==> config.mk <==
export PLATFORM = sky130hd
export DESIGN_NAME = traffic_req_flat
export DESIGN_NICKNAME = d
export VERILOG_FILES = /design/src/rtl/traffic_req_pkg.sv /design/src/rtl/traffic_req_if.sv /design/src/rtl/traffic_req_debounce.sv /design/src/rtl/traffic_req.sv /design/src/flat_wrapper.sv
export SDC_FILE = /design/constraint.sdc
export NUM_CORES = 1
export LEC_CHECK = 0
export ABC_AREA = 0
export CAP_MARGIN = 0
export CORE_ASPECT_RATIO = 1.5
export CORE_UTILIZATION = 50
export CTS_CLUSTER_SIZE = 25
export DETAILED_ROUTE_END_ITERATION = 8
export PLACE_DENSITY = 0.76
export SETUP_SLACK_MARGIN = 0.3
export SLEW_MARGIN = 5
export SYNTH_ARGS = -nofsm -noshare
export SYNTH_HDL_FRONTEND = slang
export SYNTH_SLANG_ARGS = --single-unit
export TNS_END_PERCENT = 20
==> constraint.sdc <==
create_clock -name CLK -period 2.25 [get_ports CLK]
set_clock_uncertainty 0.2 [all_clocks]
set_input_delay 0.45 -clock CLK [delete_from_list [all_inputs] [get_ports CLK]]
set_output_delay 0.45 -clock CLK [all_outputs]
set_load 0.01 [all_outputs]
==> src/rtl/traffic_req_pkg.sv <==
// +----------------------------------------------------------------------------+
// | traffic_pkg : shared state encoding, defaults and light-decode helpers.     |
// | Rev 1.0     : TRAFFIC_REQ_FAULT_EN adds the illegal-light check.            |
// +----------------------------------------------------------------------------+
`default_nettype none

package traffic_pkg;

  localparam int DEB_CYCLES_DEF = 4;
  localparam int MIN_GREEN_DEF  = 20;
  localparam int COUNT_W        = 8;

  typedef enum logic [1:0] {
    TRANS = 2'd0,
    N_GO  = 2'd1,
    E_GO  = 2'd2
  } state_t;

  typedef struct packed {
    logic gn;
    logic yn;
    logic rn;
    logic ge;
    logic ye;
    logic re;
  } lights_t;

  // Only the two exact green/red pairings are phases; everything else is TRANS.
  function automatic state_t decode_lights(input lights_t l);
    state_t s;
    case (l)
      6'b100_001: s = N_GO;
      6'b001_100: s = E_GO;
      default:    s = TRANS;
    endcase
    return s;
  endfunction

`ifdef TRAFFIC_REQ_FAULT_EN
  function automatic logic lights_illegal(input lights_t l);
    return (l.gn && l.ge) ||
           !$onehot({l.gn, l.yn, l.rn}) ||
           !$onehot({l.ge, l.ye, l.re});
  endfunction
`endif

endpackage

`default_nettype wire

==> src/rtl/traffic_req_if.sv <==
// +----------------------------------------------------------------------------+
// | traffic_req_if : detectors, light feedback and request outputs.             |
// | Rev 1.0        : FAULT member present only with TRAFFIC_REQ_FAULT_EN.       |
// +----------------------------------------------------------------------------+
`default_nettype none

interface traffic_req_if;
  import traffic_pkg::*;

  logic               CAR_N;
  logic               CAR_E;
  logic               GN;
  logic               YN;
  logic               RN;
  logic               GE;
  logic               YE;
  logic               RE;
  logic               T;
  logic [COUNT_W-1:0] count;
`ifdef TRAFFIC_REQ_FAULT_EN
  logic               FAULT;

  modport master (
    output CAR_N, CAR_E, GN, YN, RN, GE, YE, RE,
    input  T, count, FAULT
  );

  modport slave (
    input  CAR_N, CAR_E, GN, YN, RN, GE, YE, RE,
    output T, count, FAULT
  );
`else
  modport master (
    output CAR_N, CAR_E, GN, YN, RN, GE, YE, RE,
    input  T, count
  );

  modport slave (
    input  CAR_N, CAR_E, GN, YN, RN, GE, YE, RE,
    output T, count
  );
`endif

endinterface

`default_nettype wire

==> src/rtl/traffic_req_debounce.sv <==
// +----------------------------------------------------------------------------+
// | traffic_debounce : run-length debounce of one raw vehicle detector.         |
// | Rev 1.0                                                                     |
// +----------------------------------------------------------------------------+
`default_nettype none

module traffic_debounce
  import traffic_pkg::*;
#(
  parameter int DEB_CYCLES = DEB_CYCLES_DEF
) (
  input  logic CLK,
  input  logic CLR,
  input  logic raw,
  output logic accepted
);

  localparam int              CW  = $clog2(DEB_CYCLES + 1);
  localparam logic [CW-1:0]   SAT = CW'(DEB_CYCLES);

  logic [CW-1:0] cnt;

  always_ff @(posedge CLK) begin
    if (CLR) begin
      cnt <= '0;
    end else if (!raw) begin
      cnt <= '0;
    end else if (cnt != SAT) begin
      cnt <= cnt + 1'b1;
    end
  end

  assign accepted = (cnt == SAT);

endmodule

`default_nettype wire

==> src/rtl/traffic_req.sv <==
// +----------------------------------------------------------------------------+
// | traffic_req : debounced vehicle requests -> registered change request T.    |
// | Rev 1.0     : optional sticky FAULT via TRAFFIC_REQ_FAULT_EN.               |
// +----------------------------------------------------------------------------+
`default_nettype none

module traffic_req
  import traffic_pkg::*;
#(
  parameter int DEB_CYCLES = DEB_CYCLES_DEF,
  parameter int MIN_GREEN  = MIN_GREEN_DEF
) (
  input  logic         CLK,
  input  logic         CLR,
  traffic_req_if.slave bus
);

  localparam logic [COUNT_W-1:0] COUNT_MAX    = '1;
  localparam logic [COUNT_W-1:0] GREEN_THRESH = COUNT_W'(MIN_GREEN - 1);

  logic               acc_n;
  logic               acc_e;
  lights_t            lights_q;
  state_t             state;
  state_t             state_next;
  logic [COUNT_W-1:0] count_q;
  logic [COUNT_W-1:0] count_next;
  logic               req_n;
  logic               req_e;
  logic               req_n_next;
  logic               req_e_next;
  logic               t_q;
  logic               t_next;
  logic               t_final;

  traffic_debounce #(.DEB_CYCLES(DEB_CYCLES)) u_deb_n (
    .CLK      (CLK),
    .CLR      (CLR),
    .raw      (bus.CAR_N),
    .accepted (acc_n)
  );

  traffic_debounce #(.DEB_CYCLES(DEB_CYCLES)) u_deb_e (
    .CLK      (CLK),
    .CLR      (CLR),
    .raw      (bus.CAR_E),
    .accepted (acc_e)
  );

  always_ff @(posedge CLK) begin
    if (CLR) begin
      lights_q <= '0;
    end else begin
      lights_q <= '{gn: bus.GN, yn: bus.YN, rn: bus.RN,
                    ge: bus.GE, ye: bus.YE, re: bus.RE};
    end
  end

  always_ff @(posedge CLK) begin
    if (CLR) begin
      state <= TRANS;
    end else begin
      state <= state_next;
    end
  end

  // count, the request latches and T are all computed against state_next so
  // they line up with the state register: count reads 0 in a phase's first
  // cycle and T drops in the same cycle the FSM reaches TRANS.
  always_comb begin
    state_next = decode_lights(lights_q);
    count_next = '0;
    req_n_next = req_n;
    req_e_next = req_e;
    t_next     = 1'b0;

    if (state_next != TRANS && state_next == state) begin
      count_next = (count_q == COUNT_MAX) ? count_q : count_q + 1'b1;
    end

    if (state == N_GO && acc_e) begin
      req_e_next = 1'b1;
    end
    if (state == E_GO && acc_n) begin
      req_n_next = 1'b1;
    end
    if (state_next == E_GO && state != E_GO) begin
      req_e_next = 1'b0;
    end
    if (state_next == N_GO && state != N_GO) begin
      req_n_next = 1'b0;
    end

    t_next = ((state_next == N_GO && req_e) || (state_next == E_GO && req_n)) &&
             (count_next >= GREEN_THRESH);
  end

`ifdef TRAFFIC_REQ_FAULT_EN
  logic lights_vld;
  logic fault_q;
  logic fault_next;

  // lights_q holds reset zeros for one cycle; those are not a real sample.
  assign fault_next = fault_q | (lights_vld & lights_illegal(lights_q));
  assign t_final    = t_next & ~fault_next;

  always_ff @(posedge CLK) begin
    if (CLR) begin
      lights_vld <= 1'b0;
      fault_q    <= 1'b0;
    end else begin
      lights_vld <= 1'b1;
      fault_q    <= fault_next;
    end
  end

  assign bus.FAULT = fault_q;
`else
  assign t_final = t_next;
`endif

  always_ff @(posedge CLK) begin
    if (CLR) begin
      count_q <= '0;
      req_n   <= 1'b0;
      req_e   <= 1'b0;
      t_q     <= 1'b0;
    end else begin
      count_q <= count_next;
      req_n   <= req_n_next;
      req_e   <= req_e_next;
      t_q     <= t_final;
    end
  end

  assign bus.T     = t_q;
  assign bus.count = count_q;

endmodule

`default_nettype wire

==> src/flat_wrapper.sv <==
// flat-port wrapper written by rule: the top's interface ports become plain ports
module traffic_req_flat import traffic_pkg::*;
#(
  parameter int DEB_CYCLES = DEB_CYCLES_DEF,
  parameter int MIN_GREEN  = MIN_GREEN_DEF
)
  (CLK, CLR, bus_CAR_N, bus_CAR_E, bus_GN, bus_YN, bus_RN, bus_GE, bus_YE, bus_RE, bus_T, bus_count);
  traffic_req_if bus_i ();
  input  logic CLK;
  input  logic CLR;
  input wire logic [$bits(bus_i.CAR_N)-1:0] bus_CAR_N;
  input wire logic [$bits(bus_i.CAR_E)-1:0] bus_CAR_E;
  input wire logic [$bits(bus_i.GN)-1:0] bus_GN;
  input wire logic [$bits(bus_i.YN)-1:0] bus_YN;
  input wire logic [$bits(bus_i.RN)-1:0] bus_RN;
  input wire logic [$bits(bus_i.GE)-1:0] bus_GE;
  input wire logic [$bits(bus_i.YE)-1:0] bus_YE;
  input wire logic [$bits(bus_i.RE)-1:0] bus_RE;
  output wire logic [$bits(bus_i.T)-1:0] bus_T;
  output wire logic [$bits(bus_i.count)-1:0] bus_count;
  assign bus_i.CAR_N = bus_CAR_N;
  assign bus_i.CAR_E = bus_CAR_E;
  assign bus_i.GN = bus_GN;
  assign bus_i.YN = bus_YN;
  assign bus_i.RN = bus_RN;
  assign bus_i.GE = bus_GE;
  assign bus_i.YE = bus_YE;
  assign bus_i.RE = bus_RE;
  assign bus_T = bus_i.T;
  assign bus_count = bus_i.count;
  traffic_req #(.DEB_CYCLES(DEB_CYCLES), .MIN_GREEN(MIN_GREEN)) u_core (.CLK(CLK), .CLR(CLR), .bus(bus_i));
endmodule
==> results of run 1 <==
## path summary, 6_finish.rpt
check	startpoint	endpoint	slack, ns	depth (start not counted)
max	u_core.bus.count[4]	bus_count[4]	0.33	1
min	u_core.bus.count[1]	u_core.bus.count[1]	0.30	2
max reg2reg	u_core.bus.count[0]	u_core.bus.T	0.43	5
min reg2reg	u_core.bus.count[1]	u_core.bus.count[1]	0.30	2
## area by class of cell
| type | count | area share |
|---|---|---|
| Inverter | 5 | 0.0137 |
| Sequential cell | 25 | 0.378 |
| Tap cell | 22 | 0.0201 |
| Multi-Input combinational cell | 96 | 0.431 |
| Clock buffer | 4 | 0.0192 |
| Timing Repair Buffer | 19 | 0.137 |
## per-layer routing
metal / vias to the layer above / part of all wire
li1: 494 / -
met1: 448 / 0.45
met2: 28 / 0.50
met3: 4 / 0.032
met4: 0 / 0.013
met5: - / 0
## cells in the mapped netlist (all sizes together) (2+ instances only)
master	number	area, um2
inv	5	18.8
a21o	2	15.0
a21oi	9	45.0
and2b	3	22.5
nor2	16	62.6
o21ai	4	20.0
ha	5	62.6
nand2	11	41.3
a311oi	2	17.5
nand4	3	18.8
buf	3	27.5
nor3	5	25.0
nand2b	2	12.5
xnor2	2	17.5
and2	3	20.0
nand3	8	40.0
dfxtp	25	500
and4bb	2	25.0
nor2b	7	43.8
and3	3	28.8
## placed cells by master (no fill, tap or decap)
cell	count
a311oi_1	2
clkbuf_4	3
dfxtp_4	3
ha_1	5
dfxtp_1	17
a31oi_1	1
nand2_1	11
or4_1	1
and4bb_2	2
nor2_2	1
o311a_1	1
a32oi_1	1
a21o_1	2
and3_4	2
nand4_1	3
inv_1	5
a21oi_1	9
and2_1	2
a22o_1	1
xor2_1	1
a211oi_1	1
nand3_1	8
and2b_1	3
nor2_1	15
and2_2	1
nand2b_1	2
xnor2_1	2
nor2b_1	7
nor3b_1	1
o21ai_0	4
o31ai_1	1
clkbuf_1	1
clkdlybuf4s50_1	18
dfxtp_2	5
buf_4	1
nor3_1	5
and3_1	1
## repair_timing
action | CTS | global route
setup endpoints to repair | 7 | 9
hold buffers | 0 | 0
resized for setup | 3 | 8
hold endpoints to repair | 0 | 0
## stage by stage
stage	std cells	worst slack [ns]
final	171	0.328
after global placement	167	0.345
after global routing	171	0.278
after floorplan	130	0.442
after CTS	171	0.261
after detailed placement	167	0.337
## logic make-up (layout without fill, tap and decap cells)
| kind of cell | after synthesis | in the layout |
|---|---|---|
| xor gates and xnor gates | 3 | 3 |
| DFF | 25 | 25 |
| AOI/OAI and AO/OA | 23 | 23 |
| adders and majority gates | 5 | 5 |
| buffers and inverters | 9 | 28 |
| and+or+nand+nor | 65 | 65 |
## report_power, final
part	leakage [nW]	total (W)	switching (W)	internal (W)
Combinational	0.280	0.0000457	0.0000190	0.0000267
Clock	0.0150	0.000192	0.000123	0.0000692
Sequential	0.209	0.000454	0.00000533	0.000448
Total	0.504	0.000691	0.000147	0.000544
## flip-flops by register name (all words and copies together) (netlist names)
register	flops
u_core.bus.T	1
u_core.bus.count	8
u_core.lights_q	6
u_core.req_e	1
u_core.req_n	1
u_core.state	2
u_core.u_deb_e.cnt	3
u_core.u_deb_n.cnt	3
==> results.yml, run 1 <==
clock_tree:
  ctsLongestPathBuffers: 2
  postCtsSetupBuffers: 0
  numCtsBuffers: 3
  cts.sinks: 25
  htree_num_levels: 1
  tritoncts: "yes"
  cts_root_buffer: "clkbuf_4"
  clk_pin_slew_ns: 0.13
  clock_latency_ns: 0.31
cells_and_area:
  final_area_um2: 1370
  multi_input_area_um2: 591
  drive_gt1_frac: 0.121
  register_area_um2: 518
  diodes: 0
  nNetsFinal: 165
  fillers: 189
  areaGrowthSynthToFinish_pct: 20.0
  fin_util: 0.659
timing:
  whs_ns: 0.299
  post-route-min-period_ns: 1.92
  tightest_slew_ns: 0.346
  setup_viol: 0
  maxSlewViolCount: 0
  layout_worst_path_cycle_share: 0.854
  finalHoldViolations: 0
  rsz0062_at_grt: "true"
  finalSetupTns_ns: 0
  clock.fmax_mhz: 520
  slew_headroom: 0.769
placement:
  io_buffers: 18
  place_area_um2: 1330
  hpwl_um: 1610
  routabilityCongestion: 0.728
critical_path:
  crit_fanout: 10
  critical_path.cell_chain: "clkdlybuf4s50_1"
  cp_data_arrival_time_ns: 1.27
  cp-end-kind: "output pin"
  crit_family: "buffers and inverters"
  critPathSlowestCell: "clkdlybuf4s50_1"
  path_class: "reg -> out"
  startpoint_type: "flip-flop"
  cpPeakStageDelay_ns: 0.54
  crit_buf_inv: 1
  required_ns: 1.60
floorplan:
  die_x_um: 41.0
  start_util: 0.549
  dieHeight_um: 60.5
  die_area_um2: 2480
  io_pins: 19
  num_rows: 20
  coreArea_um2: 2080
route:
  remaining_drc_errors: 0
  drtIter0Drc: 27
  viasPerCell: 5.70
  vias: 974
  first_pass_iters: 4
  drt_wl_total_um: 2150
  routedWlPerCell_um: 12.6
  final_antenna_net_count: 0
logic_synthesis:
  netlist_instances: 130
  synth_seq_cells: 25
  muxShareOfSynthArea: 0
  synth_simple_gate_area_share: 0.311
  yosys_warnings: 0
  ys_types: 34
  synth_edf_count: 0
  synth_fa_ha_area_frac: 0.0548
  synth_top_family_by_area: "simple AND/OR/NAND/NOR gates"
  netlist_area_um2: 1140
  synth-seq-area-share: 0.439
  synth_ff_type: "dfxtp_1"
  synthArstFlopShare: 0
  syn_nets: 145
  synth.avg_cell_area_um2: 8.78
  synth-xor-area-share: 0.0230
  synth_compound_area_frac: 0.128
power:
  ir_drop_uv: 312
  power_w: 0.000691
  leakage_nw: 0.504
  powerDensity_nw_per_um2: 505
grt:
  top_usage_layer: "met2"
  met1_usage: 0.205
  grt_start_max_net_pins: 14
  grt_use_met2: 0.348
  antenna_found_initial: 0
  track_usage: 0.191
  gr-total-overflow: 0
  grt_pass1_vias: 844
  met3_usage: 0.0220
  grt_pass1_wl_um: 3320
hold_path:
  min_path_type: "reg -> reg"
outcome:
  status: "completed"
run:
  maxCapViolations: 0
Power figures use the tool's default switching activity.
==> run 2: changes to the inputs <==
Settings changed: CAP_MARGIN 0 to default, CORE_MARGIN from default to 2, GPL_ROUTABILITY_DRIVEN from default to 0.
==> results.yml, run 2 (synthesized netlist as in run 1, its figures left out) <==
outcome:
  status: "completed"
clock_tree:
  numCtsBuffers: 3
  htree_num_levels: 1
  tritoncts: "yes"
  cts_root_buffer: "clkbuf_4"
  clock_latency_ns: 0.31
  cts.sinks: 25
  ctsLongestPathBuffers: 2
  postCtsSetupBuffers: 0
  cts_hold_buf: 0
  clk_pin_slew_ns: 0.13
floorplan:
  num_rows: 21
  dieHeight_um: 62.5
  die_area_um2: 2690
  io_pins: 19
  start_util: 0.517
  coreArea_um2: 2210
  die_x_um: 43.0
critical_path:
  startpoint_type: "flip-flop"
  critPathSlowestCell: "clkdlybuf4s50_1"
  reg2reg_depth: 5
  rrSetupSlack_ns: 0.36
  cp_data_arrival_time_ns: 1.32
  cp-end-kind: "output pin"
  path_class: "reg -> out"
  reg2reg_from: "u_core.bus.count[0]"
  crit_fanout: 6
  critical_path.cell_chain: "clkdlybuf4s50_1"
  cpPeakStageDelay_ns: 0.57
  crit_buf_inv: 1
  r2r-end: "u_core.bus.T"
  crit_family: "buffers and inverters"
  required_ns: 1.60
power:
  leakage_nw: 0.505
  p_sw_frac: 0.217
  combPwrFrac: 0.064
  p_seq_frac: 0.656
  internal_power_w: 0.000543
  ir_drop_uv: 349
  p_clk_frac: 0.280
  powerDensity_nw_per_um2: 508
  p_sw_w: 0.000151
  power_w: 0.000694
timing:
  post-route-min-period_ns: 1.97
  finalHoldViolations: 0
  setup_viol: 0
  slew_headroom: 0.796
  whs_ns: 0.295
  tightest_slew_ns: 0.305
  setup_ws_ns: 0.281
  rsz0062_at_grt: "true"
  finalSetupTns_ns: 0
  layout_worst_path_cycle_share: 0.875
  clock.fmax_mhz: 508
  maxSlewViolCount: 0
grt:
  track_usage: 0.170
  grt_pass1_vias: 902
  grt_start_max_net_pins: 15
  grt_pass1_wl_um: 3700
  gr-total-overflow: 0
  antenna_found_initial: 0
cells_and_area:
  fin_cells: 172
  register_area_um2: 513
  areaGrowthSynthToFinish_pct: 19.7
  nNetsFinal: 165
  fillers: 202
  multi_input_area_um2: 591
  layout_commonest_cell: "dfxtp_1"
  largest_register_ff_count: 8
  final_cell_mix: "19 x dfxtp_1, 18 x clkdlybuf4s50_1, 15 x nor2_1, 11 x nand2_1, 9 x a21oi_1"
  diodes: 0
  drive_gt1_frac: 0.114
route:
  viasPerCell: 5.46
  remaining_drc_errors: 0
  vias: 939
  drt_wl_total_um: 1990
  routedWlPerCell_um: 11.6
  first_pass_iters: 4
  drtIter0Drc: 17
  final_antenna_net_count: 0
placement:
  io_buffers: 18
  dp.cells: 168
  pre_cts_slack_ns: 0.388
  hpwl_um: 1570
run:
  maxCapViolations: 0
hold_path:
  whs_path_depth: 2
  min_to: "u_core.req_n"
  min_path_type: "reg -> reg"
  hp-start: "u_core.req_n"
run 2: worst max path at each step:
stage                        startpoint      endpoint  cells after the start
global placement    u_core.bus.count[0]  u_core.bus.T                      5
floorplan           u_core.bus.count[0]  u_core.bus.T                      5
CTS                 u_core.bus.count[4]  bus_count[4]                      1
detailed placement  u_core.bus.count[0]  u_core.bus.T                      5
global route        u_core.bus.count[0]  u_core.bus.T                      5
finish              u_core.bus.count[0]  bus_count[0]                      1
run 2: metal layers:
| metal | global-route usage | vias to the layer above | routed length (um) |
|---|---|---|---|
| met5 | 0 | - | 0 |
| met3 | 0.0289 | 4 | 55 |
| met1 | 0.204 | 420 | 842 |
| li1 | - | 497 | - |
| met4 | 0.0568 | 0 | 29 |
| met2 | 0.297 | 18 | 1060 |
run 2: what timing repair did:
action	4_1_cts	5_1_grt
resized for setup	4	4
setup endpoints to repair	7	9
pin swaps	0	0
run 2: per-stage QoR:
stage,area (um2),utilization
3_5_place_dp,1330,0.601
6_report,1370,0.619
2_1_floorplan,1140,-
3_3_place_gp,1330,0.601
4_1_cts,1360,0.616
5_1_grt,1370,0.619
run 2: cell type report:
type | instances | area share
Tap cell | 23 | 0.0211
Clock inverter | 1 | 0.00366
Clock buffer | 3 | 0.0165
Inverter | 5 | 0.0137
Multi-Input combinational cell | 96 | 0.432
Sequential cell | 25 | 0.375
Timing Repair Buffer | 19 | 0.137
run 2: power groups by stage:
stage / Sequential, W / Combinational, W / Clock (W)
finish: 0.000455 / 0.0000442 / 0.000195
floorplan: 0.000466 / 0.0000236 / 0
detailed placement: 0.000468 / 0.0000446 / 0
global route: 0.000457 / 0.0000508 / 0.000221
CTS: 0.000458 / 0.0000450 / 0.000205
global placement: 0.000467 / 0.0000430 / 0
